==> src/rtl/button_pkg.sv <==
// Shared types, constants and the round-robin search helper for the button event arbiter.
package button_pkg;
  localparam int SYNC_STAGES = 2;
  localparam int MAX_CH      = 16;

  typedef struct packed {
    logic [3:0] ch;
    logic       rise;
  } evt_t;

  // Channels above N_CH are zero-padded, so a mod-16 search yields the same winner as mod N_CH.
  function automatic logic [3:0] rr_next(input logic [MAX_CH-1:0] pend, input logic [3:0] last);
    logic [3:0] idx;
    logic       found;
    rr_next = last;
    found   = 1'b0;
    for (int k = 1; k <= MAX_CH; k++) begin
      idx = last + 4'(k);
      if (!found && pend[idx]) begin
        rr_next = idx;
        found   = 1'b1;
      end
    end
  endfunction
endpackage

==> src/rtl/debounce_channel.sv <==
// One button line: 2-flop synchronizer and tick-qualified stability filter; level flips after
// STABLE_TICKS consecutive differing ticks, and edge_hit pulses on that same tick (before the flip).
module debounce_channel
  import button_pkg::*;
#(
  parameter int STABLE_TICKS = 8
) (
  input  logic i_clk,
  input  logic i_rst,
  input  logic i_data,
  input  logic tick,
  output logic level,
  output logic edge_hit
);
  localparam int CW = $clog2(STABLE_TICKS + 1);

  logic [SYNC_STAGES-1:0] sync_q;
  logic [CW-1:0]          cnt;
  logic                   sync;

  assign sync     = sync_q[SYNC_STAGES-1];
  assign edge_hit = tick && (sync != level) && (cnt == CW'(STABLE_TICKS - 1));

  always_ff @(posedge i_clk) begin
    if (!i_rst) begin
      sync_q <= '0;
      cnt    <= '0;
      level  <= 1'b0;
    end else begin
      sync_q <= {sync_q[SYNC_STAGES-2:0], i_data};
      if (edge_hit) begin
        level <= ~level;
        cnt   <= '0;
      end else if (tick) begin
        cnt <= (sync != level) ? cnt + CW'(1) : '0;
      end
    end
  end
endmodule

==> src/rtl/button_event_arbiter.sv <==
// Debounced buttons -> per-channel pending slots -> round-robin onto one valid/ready event stream.
// Release events are reported only when BUTTON_EVENT_ARBITER_RELEASE_EN is defined.
module button_event_arbiter
  import button_pkg::*;
#(
  parameter int N_CH         = 4,
  parameter int TICK_DIV     = 1000,
  parameter int STABLE_TICKS = 8
) (
  input  logic                    i_clk,
  input  logic                    i_rst,
  input  logic [N_CH-1:0]         i_data,
  output logic [N_CH-1:0]         o_level,
  output logic                    o_evt_valid,
  input  logic                    i_evt_ready,
  output logic [$clog2(N_CH)-1:0] o_evt_ch,
  output logic                    o_evt_rise,
  output logic [N_CH-1:0]         o_overrun,
  input  logic                    i_clr_overrun
);
  localparam int CHW = $clog2(N_CH);
  localparam int TW  = $clog2(TICK_DIV);

  logic [TW-1:0]   tick_cnt;
  logic            tick;
  logic [N_CH-1:0] edge_hit;
  logic [N_CH-1:0] ev;
  logic [N_CH-1:0] pend;
  logic [N_CH-1:0] pend_nx;
  logic [N_CH-1:0] ovr_set;
  logic [CHW-1:0]  last;
  logic [CHW-1:0]  gnt_ch;
  logic            free;
  logic            grant;

  assign tick = (tick_cnt == TW'(TICK_DIV - 1));

  always_ff @(posedge i_clk) begin
    if (!i_rst) tick_cnt <= '0;
    else        tick_cnt <= tick ? '0 : tick_cnt + TW'(1);
  end

  for (genvar g = 0; g < N_CH; g++) begin : g_ch
    debounce_channel #(.STABLE_TICKS(STABLE_TICKS)) u_deb (
      .i_clk    (i_clk),
      .i_rst    (i_rst),
      .i_data   (i_data[g]),
      .tick     (tick),
      .level    (o_level[g]),
      .edge_hit (edge_hit[g])
    );
  end

  assign free   = !o_evt_valid || i_evt_ready;
  assign grant  = free && (|pend);
  assign gnt_ch = CHW'(rr_next(16'(pend), 4'(last)));

  // An edge landing on the channel being granted re-arms the slot without counting as overrun.
  always_comb begin
    pend_nx = pend;
    ovr_set = '0;
    for (int i = 0; i < N_CH; i++) begin
      if (grant && gnt_ch == CHW'(i)) pend_nx[i] = 1'b0;
      if (ev[i]) begin
        pend_nx[i] = 1'b1;
        if (pend[i] && !(grant && gnt_ch == CHW'(i))) ovr_set[i] = 1'b1;
      end
    end
  end

  always_ff @(posedge i_clk) begin
    if (!i_rst) begin
      pend        <= '0;
      last        <= CHW'(N_CH - 1);
      o_evt_valid <= 1'b0;
      o_evt_ch    <= '0;
      o_overrun   <= '0;
    end else begin
      pend      <= pend_nx;
      o_overrun <= (o_overrun & ~{N_CH{i_clr_overrun}}) | ovr_set;
      if (free) o_evt_valid <= grant;
      if (grant) begin
        o_evt_ch <= gnt_ch;
        last     <= gnt_ch;
      end
    end
  end

`ifdef BUTTON_EVENT_ARBITER_RELEASE_EN
  logic [N_CH-1:0] pol;

  assign ev = edge_hit;

  always_ff @(posedge i_clk) begin
    if (!i_rst) begin
      pol        <= '0;
      o_evt_rise <= 1'b0;
    end else begin
      for (int i = 0; i < N_CH; i++) begin
        if (ev[i]) pol[i] <= ~o_level[i];
      end
      if (grant) o_evt_rise <= pol[gnt_ch];
    end
  end
`else
  assign ev         = edge_hit & ~o_level;
  assign o_evt_rise = 1'b1;
`endif
endmodule

==> config.mk <==
export PLATFORM = sky130hd
export DESIGN_NAME = button_event_arbiter
export DESIGN_NICKNAME = d
export VERILOG_FILES = /design/src/rtl/button_pkg.sv /design/src/rtl/debounce_channel.sv /design/src/rtl/button_event_arbiter.sv
export SDC_FILE = /design/constraint.sdc
export NUM_CORES = 1
export LEC_CHECK = 0
export CAP_MARGIN = 40
export CORE_ASPECT_RATIO = 1.75
export CORE_MARGIN = 5
export CORE_UTILIZATION = 63
export CTS_CLUSTER_SIZE = 12
export DETAILED_ROUTE_END_ITERATION = 16
export DONT_BUFFER_PORTS = 1
export PLACE_DENSITY = 0.79
export SLEW_MARGIN = 40
export SYNTH_ARGS = -nofsm -noshare
export SYNTH_HDL_FRONTEND = slang
export SYNTH_HIERARCHICAL = 1
export SYNTH_SLANG_ARGS = --single-unit
==> constraint.sdc <==
create_clock -name i_clk -period 2.78 [get_ports i_clk]
set_input_delay 0.139 -clock i_clk [delete_from_list [all_inputs] [get_ports i_clk]]
set_output_delay 0.139 -clock i_clk [all_outputs]
set_load 0.03 [all_outputs]
; ---- Word level (Yosys, flattened, before mapping)
; Cells that the tools add are included.
[word_totals]
output_inout_bits = 12
reg_bits = 51
elab_cells = 226
inputBits = 8
[op_classes]
n_mux = 83
magnitude_cmp = 16
reduce_logical = 64
bitwise = 10
add_sub_neg = 20
eq_ne = 12
[op_table]
columns = operator, n
row1 = binary-select mux 1 bit (select 4 bit), 15
row2 = "less-than comparator 4 x 5 -> 1 bit, second input constant", 12
row3 = two-way mux 1 bit, 47
row4 = logical AND 1 bit, 32
row5 = two-way mux 2 bit, 16
row6 = zero test 1 bit, 20
row7 = "adder 2 x 3 -> 4 bit, second input constant", 4
row8 = "adder 2 x 4 -> 4 bit, second input constant", 4
row9 = "adder 4 x 1 -> 4 bit, second input constant", 4
row10 = "equality test 4 x 3 -> 1 bit, second input constant", 4
row11 = two-way mux 4 bit, 4
row12 = "less-than comparator 3 x 5 -> 1 bit, second input constant", 3
row13 = "adder 10 x 1 -> 10 bit, second input constant", 1
row14 = "equality test 10 bit, second input constant", 1
row15 = OR reduction 2 bit, 5
row16 = "adder 3 x 3 -> 4 bit, second input constant", 2
row17 = AND 4 bit, 2
row18 = NOT 4 bit, 2
row19 = nonzero test 2 bit, 4
row20 = "adder 2 x 2 -> 3 bit, second input constant", 2
row21 = "less-than comparator 2 x 5 -> 1 bit, second input constant", 1
row22 = NOT 1 bit, 5
row23 = "adder 3 x 1 -> 4 bit, second input constant", 1
row24 = "adder 3 x 2 -> 4 bit, second input constant", 1
row25 = other kinds (9), 13

; ---- Longest topological paths before layout
[depth]
word_depth = 56
depth_mapped = 11
mapped_depth_nobuf = 10

; ---- Hierarchy
; The synthesis kept the hierarchy.
[modules_own_cells]
columns = module, seq_area_each_um2, cells_each, instances, area_per_inst_um2
row1 = button_event_arbiter, 460.4, 156, 1, 1366.3
row2 = debounce_channel, 140.1, 35, 4, 324.1

; ---- Least setup slack after synthesis
; Ideal clock, no wire load.
[synth_timing]
kind = register to register
from = register last[0]
to = register o_evt_ch[1]
path_buffers = 2
t_required_ps = 2665
slack_ps = 326
stages_incl_launch_ff = 11
t_arrival_ps = 2339
path_cell_list = dfxtp_1 -> buf_4 -> inv_1 -> ha_1 -> buf_6 -> mux2_4 -> a22o_4 -> nor4b_4 -> a211oi_2 -> and3b_4 -> o21a_1
[synth_via]
elab_chain_cells = 49
word_cells_on_any_way = 108
[synth_rtl]
columns = element, line_no
row1 = "start, declared", button_event_arbiter.sv:31  ; logic [CHW-1:0] last;
row2 = "start signal, assigned", button_event_arbiter.sv:74  ; last <= CHW'(N_CH - 1);
row3 = "start signal, assigned", button_event_arbiter.sv:84  ; last <= gnt_ch;
row4 = adder 2 x 1 -> 3 bit, button_pkg.sv:18  ; idx = last + 4'(k);
row5 = binary-select mux 1 bit (select 4 bit), button_pkg.sv:19  ; if (!found && pend[idx]) begin
row6 = two-way mux 1 bit (implied by the code), button_pkg.sv:19
row7 = two-way mux 1 bit, button_pkg.sv:19
row8 = zero test 1 bit, button_pkg.sv:19
row9 = logical AND 1 bit, button_pkg.sv:19
row10 = two-way mux 1 bit, button_pkg.sv:19
row11 = zero test 1 bit, button_pkg.sv:19
row12 = [... 33 more ...], --
row13 = logical AND 1 bit, button_pkg.sv:19
row14 = two-way mux 1 bit, button_pkg.sv:19
row15 = zero test 1 bit, button_pkg.sv:19
row16 = logical AND 1 bit, button_pkg.sv:19
row17 = two-way mux 1 bit, button_pkg.sv:19
row18 = zero test 1 bit, button_pkg.sv:19
row19 = logical AND 1 bit, button_pkg.sv:19
row20 = two-way mux 2 bit (*), button_pkg.sv:19
row21 = "end signal, assigned", button_event_arbiter.sv:83  ; o_evt_ch <= gnt_ch;
row22 = "end, declared", button_event_arbiter.sv:16  ; output logic [$clog2(N_CH)-1:0] o_evt_ch,
; Every way passes the cells marked *; elsewhere a longest branch is shown, timed or not. The select of a mux whose other input is x is not followed.
; A chain may end at the register's enable or synchronous reset.

; ---- Final worst setup path
[layout_timing]
from = register last[1]
to = register pend[1]
[layout_via]
elab_chain_cells = 52
word_cells_on_any_way = 111
[layout_rtl]
columns = element, line_no
row1 = adder 2 x 1 -> 3 bit, button_pkg.sv:18
row2 = binary-select mux 1 bit (select 4 bit), button_pkg.sv:19
row3 = two-way mux 1 bit (implied by the code), button_pkg.sv:19
row4 = two-way mux 1 bit, button_pkg.sv:19
row5 = zero test 1 bit, button_pkg.sv:19
row6 = logical AND 1 bit, button_pkg.sv:19
row7 = two-way mux 1 bit, button_pkg.sv:19
row8 = zero test 1 bit, button_pkg.sv:19
row9 = [... 36 more ...], --
row10 = logical AND 1 bit, button_pkg.sv:19
row11 = two-way mux 1 bit, button_pkg.sv:19
row12 = zero test 1 bit, button_pkg.sv:19
row13 = logical AND 1 bit, button_pkg.sv:19
row14 = two-way mux 2 bit (*), button_pkg.sv:19
row15 = equality test 2 x 1 -> 1 bit (*), button_event_arbiter.sv:63  ; if (grant && gnt_ch == CHW'(i)) pend_nx[i] = 1'b0;
row16 = logical AND 1 bit (*), button_event_arbiter.sv:63
row17 = nonzero test 2 bit (no source line) (*), --
row18 = "end signal, assigned", button_event_arbiter.sv:79  ; pend <= pend_nx;
row19 = "end, declared", button_event_arbiter.sv:28  ; logic [N_CH-1:0] pend;
; Marks and branches as above.

==> metrics.txt <==
status=complete, no violations; Die Wd=59.14 um; port buffer count=0; drt first-iter violations=just over 60; YS warnings=6; worst path bufs/invs=1; # rows=31; routed len/inst=15.19 um; Die ar.=0.005677 sq mm; root buf cell=clkbuf_8; Ant. Diodes=0; Crit path arrival time=2740 ps; crit start category=flip-flop; post-DP HPWL=3624 um; synthesized flop and latch total=51; First-pass DRT Iterations=4; largest net degree at the start of global routing=37; TritonCTS clock tree=yes; CP top delay family=compound AO/OA/AOI/OAI gates; vias=2138; vias per inst=6.091; clock tree buffer depth=2; slew margin rel.=0.6294; maximum net fanout on the critical path=9; DRT antenna net count=0; slowest cell delay on critical path=about 480 ps; initial antenna violation count=0; Avg Cell Area, Syn=between 8 and 9 sq um; Seq/Total Area, Yosys=0.3835; GRT Total Usage=0.2060; syn_nets=311; setup TNS=0 ps; Worst IR Drop VDD=806.6 uV; Routability Congestion=a little over 1; Chip Height=between 90 and 100 um; # IOs=20; P_leak=1.102 nW; Final Skew=14.78 ps; period utilization=0.9175; Hold Worst Slack=around 10 ps; GRT overflow=0; final hold vios=0; WL met3=241 um; Hold WC Path Type=input pin to flip-flop; Syn-to-layout area delta=7.660%; Least-Margin Pin Slew=~550 ps; clock latency on the worst-skew pair=300 ps; metal1 wirelength=2105 um; Sink Count=51; met2 WL post-DR=2891 um; # DRC=0; pwr/cell area=around 480 mW/mm^2; Top Layer Used=met4; Core Area=0.004111 sq mm; first-pass GRT wire length=9101 um; Setup CP Type=flip-flop to flip-flop; layout cell share with drive strength beyond 1=0.1093; crit path cell chain=inv_1, ha_2, mux2_4, mux2i_1, o311a_2, a211oi_2, a21oi_1, a31oi_1; ys flop type=dfxtp_1; Worst path slowest cell=ha_2; Gate Count Post-Synth=296; Post-synth EDFFs=0; Setup crit end kind=flip-flop; worst endpoint required time=just under 3000 ps; Starting Density=0.6476; H-Tree Depth=2; RSZ-0062 raised after global routing=false; post-layout net count=316; fmax=392.0 MHz; final setup vio count=0; FFs w/ async S/R, synth=0; Netlist Area Pre-Place=0.002663 sq mm; Final Critical Period=2551 ps; max cap viols=0; vias in the first global route=roughly 2000; CTS Buf Count=5; Netlist cell types=52; clk slew on worst S/H paths=~90 ps; WL final=5332 um; postcts setup bufs=0; Final Max Tran Viols=0
final cells by class:
cell class              count  area [sq um]
clock buffers               5         68.82
clock inverters             3         67.56
fillers                   361          1245
inverters                  10         37.54
multi-input cells         224          1535
flip-flops and latches     51          1021
well taps                  49         61.31
repair buffers              9         75.07
cells by family after synthesis:
kind of cell    after synthesis  synth area share
simple gates                114            0.2627
compound gates               79            0.1889
flops                        51            0.3835
buf+inv                      21           0.04182
xor+xnor                     14           0.04605
mux                           9           0.04276
fa+ha+maj                     7           0.03289
other cells                   1          0.001408
per-layer routing:
metal | GRT usage | vias to the layer above
met3 | 0.04698 | 8
li1 | - | 1080
met4 | 0.08885 | 0
met1 | 0.2176 | 1008
met5 | 0 | -
met2 | 0.3782 | 42
where the power goes:
| group | leakage, nW | total, mW | switching, mW | internal (mW) |
|---|---|---|---|---|
| sequential | 0.413 | 0.744 | 0.00486 | 0.739 |
| clock | 0.0644 | 0.602 | 0.243 | 0.359 |
| combinational | 0.624 | 0.0389 | 0.0242 | 0.0146 |
| total | 1.10 | 1.38 | 0.272 | 1.11 |
cells in the final DEF (no fill, tap or decap), types with 3 or more instances in the layout:
| cell type | synthesis | layout |
|---|---|---|
| xor2_1 | 7 | 7 |
| nor4_1 | 3 | 3 |
| nor2b_1 | 10 | 10 |
| inv_1 | 10 | 10 |
| clkbuf_8 | 0 | 5 |
| a21oi_1 | 23 | 23 |
| nand4b_1 | 4 | 4 |
| o21ai_0 | 18 | 18 |
| dfxtp_1 | 51 | 51 |
| nand3b_1 | 5 | 5 |
| o21ai_1 | 5 | 5 |
| buf_4 | 3 | 4 |
| nor3_1 | 4 | 4 |
| nand2_1 | 7 | 7 |
| or3_2 | 4 | 4 |
| o211a_1 | 5 | 5 |
| ha_1 | 7 | 6 |
| and2_1 | 13 | 13 |
| or2b_4 | 4 | 4 |
| dlygate4sd3_1 | 0 | 4 |
| or4_1 | 4 | 4 |
| nand2b_1 | 13 | 13 |
| nand3_1 | 17 | 17 |
| nor2_1 | 16 | 15 |
| or3_1 | 3 | 3 |
| and3_1 | 3 | 3 |
| mux2i_1 | 5 | 5 |
| xnor2_1 | 7 | 7 |
| a31oi_1 | 10 | 10 |
registers in the layout, summed over array words and instances, names as in the netlist:
register           count
last                   2
g_ch.u_deb/sync_q      8
g_ch.u_deb/cnt        16
g_ch.u_deb/level       4
tick_cnt              10
o_evt_valid            1
pend                   4
o_evt_ch               2
o_overrun              4
synth_stat cells, types with 2 or more instances:
| cell type | instances | share of area |
|---|---|---|
| nand4_1 | 2 | 0.0047 |
| o211a_1 | 5 | 0.019 |
| buf_6 | 2 | 0.0085 |
| dfxtp_1 | 51 | 0.38 |
| a31oi_1 | 10 | 0.023 |
| or3_1 | 3 | 0.0070 |
| nor2b_1 | 10 | 0.023 |
| or4_1 | 4 | 0.011 |
| nand3b_1 | 5 | 0.014 |
| or2b_4 | 4 | 0.017 |
| nor3_1 | 4 | 0.0075 |
| mux2_4 | 2 | 0.011 |
| inv_1 | 10 | 0.014 |
| nor2_1 | 16 | 0.023 |
| nand4b_1 | 4 | 0.013 |
| nand2_1 | 7 | 0.0099 |
| and2_1 | 13 | 0.031 |
| o21ai_1 | 5 | 0.0094 |
| xnor2_1 | 7 | 0.023 |
| or3_2 | 4 | 0.011 |
| o22ai_1 | 2 | 0.0047 |
| o21a_1 | 2 | 0.0056 |
| and3_1 | 3 | 0.0070 |
| a22oi_1 | 2 | 0.0056 |
| a21oi_1 | 23 | 0.043 |
| nand2b_1 | 13 | 0.031 |
| buf_4 | 3 | 0.0085 |
| clkbuf_2 | 4 | 0.0075 |
| nor4_1 | 3 | 0.0070 |
| ha_1 | 7 | 0.033 |
| o21ai_0 | 18 | 0.034 |
| xor2_1 | 7 | 0.023 |
| a2bb2oi_1 | 2 | 0.0066 |
| nand3_1 | 17 | 0.032 |
| mux2i_1 | 5 | 0.019 |
worst register-to-register path, cell delays in order (launching register included):
cell	delay (ps)
dfxtp_1	430
inv_1	140
ha_2	490
mux2_4	350
mux2i_1	310
o311a_2	250
a211oi_2	40
a21oi_1	300
a31oi_1	120
path summary, 6_finish.rpt:
kind	from	end	slack, ps	depth (start not counted)
worst min-delay path	i_rst	g_ch[3].u_deb/cnt[3]	10	2
worst min register to register	g_ch[2].u_deb/sync_q[0]	g_ch[2].u_deb/sync_q[1]	440	1
worst max-delay path	last[1]	pend[1]	230	8
worst max register to register	last[1]	pend[1]	230	8
what timing repair did:
| item | 4_1_cts | 5_1_grt |
|---|---|---|
| endpoints found under the hold margin | 23 | 0 |
| hold buffers | 5 | 0 |
| setup endpoints to repair | 0 | 5 |
| gates resized for setup | 0 | 1 |
per-stage QoR:
stage	util	cells	cell area [sq um]	setup WS (ps)	power, mW
3_5_place_dp	0.6525	338	2683	168.8	0.7896
5_1_grt	0.6972	351	2867	33.15	1.435
4_1_cts	0.6978	351	2869	170.4	1.397
3_3_place_gp	0.6525	338	2683	221.0	0.7885
6_report	0.6972	351	2867	229.3	1.385
2_1_floorplan	-	296	2663	326.1	0.7878
Note: power is estimated with default switching activity, not from simulation.
